[src/rtl/pix_mean_feeder.sv]
// Pixel sum/count feeder for the Div_0 mean divider; result goes to the sort stage.
// Optional build macro PIX_MEAN_SAT_EN: saturating sum plus sticky sat_flag.
module pix_mean_feeder #(
  parameter int PIX_W   = 8,
  parameter int MAX_PIX = 16384,
  parameter int DIV_LAT = 38
) (
  input  logic             clk,
  input  logic             rst,
  input  logic             pix_valid,
  output logic             pix_ready,
  input  logic [PIX_W-1:0] pix_data,
  input  logic             pix_last,
  output logic [21:0]      dv_out,
  output logic [14:0]      dvn_out,
  output logic             div_load_n,
  input  logic [21:0]      div_q,
  output logic             res_valid,
  input  logic             res_ready,
  output logic [21:0]      res_q,
  output logic [4:0]       res_idx,
`ifdef PIX_MEAN_SAT_EN
  output logic             sat_flag,
`endif
  output logic             busy
);

  localparam int WC_W = $clog2(DIV_LAT + 1);

  typedef enum logic [1:0] {
    ACC,
    LOAD,
    WAIT,
    DONE
  } state_t;

  state_t          state;
  logic [21:0]     sum;
  logic [14:0]     count;
  logic [WC_W-1:0] wcnt;
  logic            accept;
  logic            close;
  logic [21:0]     sum_nxt;

  assign accept = pix_valid & pix_ready;
  assign close  = pix_last | (count == 15'(MAX_PIX - 1));

`ifdef PIX_MEAN_SAT_EN
  logic [22:0] sum_ext;
  logic        sat_hit;

  assign sum_ext = {1'b0, sum} + 23'(pix_data);
  assign sat_hit = sum_ext[22];
  assign sum_nxt = sat_hit ? 22'h3FFFFF : sum_ext[21:0];
`else
  assign sum_nxt = sum + 22'(pix_data);
`endif

  // Operands come straight from the accumulators so the divider sees
  // the same bits from the load pulse until the result is taken.
  assign dv_out  = sum;
  assign dvn_out = count;
  assign busy    = (state != ACC);

  always_ff @(posedge clk or negedge rst) begin
    if (!rst) begin
      state      <= ACC;
      sum        <= '0;
      count      <= '0;
      wcnt       <= '0;
      res_q      <= '0;
      res_idx    <= '0;
      res_valid  <= 1'b0;
      pix_ready  <= 1'b0;
      div_load_n <= 1'b1;
`ifdef PIX_MEAN_SAT_EN
      sat_flag   <= 1'b0;
`endif
    end else begin
      unique case (state)
        ACC: begin
          pix_ready <= 1'b1;
          if (accept) begin
            sum   <= sum_nxt;
            count <= count + 15'd1;
`ifdef PIX_MEAN_SAT_EN
            if (sat_hit) sat_flag <= 1'b1;
`endif
            if (close) begin
              state      <= LOAD;
              pix_ready  <= 1'b0;
              div_load_n <= 1'b0;
            end
          end
        end
        LOAD: begin
          div_load_n <= 1'b1;
          wcnt       <= '0;
          state      <= WAIT;
        end
        WAIT: begin
          if (wcnt == WC_W'(DIV_LAT)) begin
            res_q     <= div_q;
            res_valid <= 1'b1;
            wcnt      <= '0;
            state     <= DONE;
          end else begin
            wcnt <= wcnt + 1'b1;
          end
        end
        DONE: begin
          if (res_ready) begin
            sum       <= '0;
            count     <= '0;
            res_idx   <= res_idx + 5'd1;
            res_valid <= 1'b0;
            pix_ready <= 1'b1;
            state     <= ACC;
`ifdef PIX_MEAN_SAT_EN
            sat_flag  <= 1'b0;
`endif
          end
        end
        default: state <= ACC;
      endcase
    end
  end

endmodule

[config.mk]
export PLATFORM = sky130hd
export DESIGN_NAME = pix_mean_feeder
export DESIGN_NICKNAME = d
export VERILOG_FILES = /design/src/rtl/pix_mean_feeder.sv
export SDC_FILE = /design/constraint.sdc
export NUM_CORES = 1
export LEC_CHECK = 0
export CORE_UTILIZATION = 50
export DETAILED_ROUTE_END_ITERATION = 8
export GPL_ROUTABILITY_DRIVEN = 1
export GPL_TIMING_DRIVEN = 0
export PLACE_DENSITY = 0.91
export SETUP_SLACK_MARGIN = 0.2
export SLEW_MARGIN = 20
export SYNTH_ARGS = -nofsm -noshare
export SYNTH_HDL_FRONTEND = slang
export SYNTH_SLANG_ARGS = --single-unit
[constraint.sdc]
create_clock -name clk -period 5.1 [get_ports clk]
set_input_delay 0.51 -clock clk [delete_from_list [all_inputs] [get_ports clk]]
set_output_delay 0.51 -clock clk [all_outputs]
set_load 0.02 [all_outputs]
After elaboration in Yosys (flattened, before gate mapping)

Cells that the tools add are included.

Add/subtract/negate cells: 4
Equality and inequality tests: 9
Multiplexer cells: 23
Bitwise gates (word level): 2
Reductions and logical operators: 13

Operators with widths:

| cell                    | count |
|---|---|
| $mux W22                | 2 |
| $pmux W22 S2            | 1 |
| $mux W15                | 2 |
| $pmux W15 S2            | 1 |
| $add A22 B8 Y22         | 1 |
| $add A15 B1 Y15 const B | 1 |
| $eq A15 B14 Y1 const B  | 1 |
| $pmux W6 S2             | 1 |
| $reduce_bool A2 Y1      | 5 |
| $reduce_and A3 Y1       | 3 |
| $mux W2                 | 4 |
| $ne A2 B2 Y1 const B    | 4 |
| $pmux W2 S4             | 1 |
| $mux W1                 | 7 |
| $add A6 B1 Y6 const B   | 1 |
| $eq A6 B6 Y1 const B    | 1 |
| $mux W6                 | 1 |
| $pmux W1 S2             | 3 |
| $reduce_and A2 Y1       | 3 |
| $add A5 B1 Y5 const B   | 1 |
| $eq A2 B2 Y1 const B    | 2 |
| $reduce_and A4 Y1       | 1 |
| $eq A2 B1 Y1 const B    | 1 |
| $logic_not A2 Y1        | 1 |
| other kinds (2)         | 2 |

Flip-flop bits (word level): 75
Input port bits: 35

Logic depth before layout (Yosys ltp)

Depth after elaboration: 5
Mapped depth: 9

Worst setup path after synthesis

OpenSTA, ideal clock, no wires.

Kind: input port to flip-flop
Start point: input port pix_data[0]
End point: register sum[20], in the netlist dv_out[20]
Arrival time: 2457 ps
Data required time: 5022 ps
Setup slack: 2565 ps
Stages: 9
Cell sequence: ha_1 > inv_1 > fa_1 > nand2b_1 > a211oi_2 > o21ai_0 > clkbuf_1 > or4_1 > a21oi_1

Word-level cells in the longest chain between the ends: 3

Ends and longest elaborated chain:

| what                 | RTL line | text |
|---|---|---|
| from (decl)          | 12       | `input logic [PIX_W-1:0] pix_data,` |
| $add A22 B8 Y22      | 56       | `assign sum_nxt = sum + 22'(pix_data);` |
| $mux W22             | 83       | `if (accept) begin` |
| $pmux W22 S2         | 80       | `unique case (state)` |
| to (signal assigned) | 84       | `sum <= sum_nxt;` |
| to (decl)            | 38       | `logic [21:0] sum;` |

No other way between the ends. The select of a mux whose other input is x is not followed.
A chain may end at the register's enable or synchronous reset.

Final worst setup path

Same ends and word-level chain as after synthesis.

==> summary.md <==
| Metric | Value |
|---|---|
| Status | `complete, no violations` |
| Hold crit path type | `in -> async` |
| Leak | `2.18 nW` |
| Reg2reg end | `dv_out[20]$_DFFE_PN0P_` |
| DRT antenna net count | `0` |
| 1st-pass router iterations | `6` |
| Worst skew pair latency | `350 ps` |
| Mapped Cells | `361` |
| PortBufs | `approximately 100` |
| DRC | `0` |
| Cells on worst reg2reg path | `9` |
| CTS buffer count | `9` |
| Worst slew margin | `0.382` |
| Clk slew on worst S/H paths | `~90 ps` |
| Setup tns final | `0 ps` |
| Post-CTS Setup Inserts | `0` |
| GP Congestion | `0.883` |
| Clock Path Buffers | `2` |
| Post-synth top area share | `0.486` |
| Final WL | `9430 µm` |
| Die area | `0.00797 mm²` |
| Fraction of layout cells with a size suffix above 1 | `0.108` |
| Clk Tree Root Cell | `clkbuf_8` |
| CTS tree | `built` |
| Ys Warns | `0` |
| Ports | `between 100 and 150` |
| Number of global-route vias before repair | `3254` |
| Ys async rst share | `1.00` |
| Layout area overhead | `37.1%` |
| Rows | `31` |
| Final core occ | `0.716` |
| Via-per-instance ratio | `5.67` |
| Die Ht | `89.3 µm` |
| First-pass GRT wire length | `15100 µm` |
| Post-synth EDFFs | `0` |
| Critical setup path kind | `in -> reg` |
| Hold-fix buffers, CTS | `0` |
| Commonest non-fill, non-tap cell in the layout | `clkdlybuf4s50_1` |
| Diode count | `0` |
| RR Startpoint | `dv_out[0]$_DFFE_PN0P_` |
| CTS Sinks | `75` |
| Post-CTS sizing | `0` |
| Crit end category | `flop` |
| Final setup fails | `0` |
| GRT Total Usage | `0.251` |
| Synth Flop Type | `dfrtp_1` |
| Top post-synthesis cells by area | `dfrtp_1, mux2_2, ha_1` |
| Post-synth design cell area | `roughly 0.0038 mm²` |
| Final Cycle Share | `0.583` |
| RSZ-0062 raised after global routing | `no` |
| Filler cells | `553` |
| H-tree Lvls | `3` |
| Die Span X | `89.3 µm` |
| Fin. max-slew vios | `0` |
| Clock skew | `10.7 ps` |
| Total chip power | `2.26 mW` |
| Avg WL per Cell | `16.3 µm` |
| Grt total ovfl | `0` |
| Mapped Nets | `roughly 410` |
| Slew @ Worst Pin | `914 ps` |
| Crit path launch type | `primary input` |
| R2r setup slk | `2360 ps` |
| Worst EP required | `5380 ps` |
| DR iter-0 viols | `151` |
| Minimum clock period | `2970 ps` |
| MaxCap Viol Count | `0` |
| Most frequent cells in the layout | `clkdlybuf4s50_1, dfrtp_1, nand2_1, nor2_1, mux2_2` |
| Yosys cell types | `52` |
| Core area | `0.00729 mm²` |
| Syn avg cell area | `10.6 µm²` |
| CP Max Fanout | `10` |
| Hold Violations, Final | `0` |
| Area leader, netlist | `dfrtp_1` |
| Via Count | `3284` |
| Largest net degree at the start of global routing | `41` |
| Hpwl dp | `just under 7000 µm` |
| Worst Path Arrival | `roughly 3300 ps` |
| Flops & latches, synth | `75` |
| Starting Density | `0.522` |
| Max Fclk | `0.336 GHz` |
| Antenna violations before repair | `0` |
| Nets | `527` |
| Max IR drop VDD | `0.239 mV` |
| Register area share after synthesis | `0.493` |
| Power per Cell Area | `roughly 430 mW/mm²` |
[cell families (layout without fill, tap and decap cells)]
| kind of cell | count (synthesis) | in the layout | share of synthesized area |
|---|---|---|---|
| compound gates | 79 | 79 | 0.135 |
| xor+xnor | 21 | 21 | 0.0483 |
| fa+ha+maj | 17 | 17 | 0.0578 |
| buf+inv | 25 | 144 | 0.0263 |
| flops | 75 | 75 | 0.493 |
| mux | 27 | 27 | 0.0798 |
| simple gates | 117 | 117 | 0.160 |
[routing by layer]
metal / vias to the layer above / GRT usage / part of all wire / routed length (µm)
met5: - / 0 / 0 / 0
met4: 0 / 0.126 / 0.031 / 292
met3: 29 / 0.0443 / 0.052 / 488
met2: 118 / 0.428 / 0.52 / 4860
met1: 1601 / 0.307 / 0.40 / 3780
li1: 1536 / - / - / -
[metrics by stage]
stage | worst slack (ps) | cells | hold WS [ps] | area (µm²)
2_1_floorplan | 2560 | 361 | 214 | 3810
3_3_place_gp | 958 | 562 | 464 | 4950
3_5_place_dp | 1770 | 563 | 473 | 4970
4_1_cts | 2130 | 579 | 131 | 5220
5_1_grt | 1880 | 579 | 151 | 5220
6_report | 2130 | 579 | 111 | 5220
[worst max path at each step]
stage,startpoint,endpoint,slack (ps),cells past startpoint
after detailed placement,pix_data[0],dv_out[20]$_DFFE_PN0P_,1770,10
after floorplan,pix_data[0],dv_out[20]$_DFFE_PN0P_,2560,9
final,pix_data[0],dv_out[20]$_DFFE_PN0P_,2130,10
after global placement,rst,res_q[5]$_DFFE_PN0P_,960,1
after global routing,pix_data[0],dv_out[18]$_DFFE_PN0P_,1880,10
after CTS,pix_data[0],dv_out[20]$_DFFE_PN0P_,2130,10
[power by group]
group	switching (mW)	internal (mW)
Clock	0.232	0.339
Combinational	0.515	0.384
Sequential	0.0975	0.693
Total	0.845	1.42
[critical path, cell delays in order]
cell	delay [ps]
clkdlybuf4s50_1	460
ha_1	200
inv_1	70
fa_1	390
nand2b_1	200
a211oi_2	250
o21ai_0	210
clkbuf_1	260
or4_1	540
a21oi_1	150
[state kept, by name, indices dropped and copies added, names as in the netlist]
| register | cells |
|---|---|
| div_load_n | 1 |
| dv_out | 22 |
| dvn_out | 15 |
| pix_ready | 1 |
| res_idx | 5 |
| res_q | 22 |
| res_valid | 1 |
| state | 2 |
| wcnt | 6 |
[final cells by class]
cell class                      count  area (µm²)  share of cell area
Sequential cell                    75        1880               0.360
Multi-Input combinational cell    261        1830               0.351
Timing Repair Buffer              103        1040               0.199
Clock buffer                       10         138              0.0264
Tap cell                           99         124              0.0237
Clock inverter                      6         113              0.0216
Buffer                             13        55.1              0.0105
Inverter                           12        45.0             0.00863
[synthesized netlist by cell type (all sizes together) (3+ instances only)]
master and instances:
a211oi 3, or3 6, xnor2 8, nand3 15, mux2i 3, and3 3
o31ai 13, dfrtp 74, nand4 8, a21oi 23, inv 12, xor2 13
o21ai 19, nor2 26, o22ai 3, nand2 26, nor3 7, mux2 24
buf 4, o21a 3, ha 16, clkbuf 9, and2 3, nand2b 4
or4 10
Note: power is estimated with default switching activity, not from simulation.
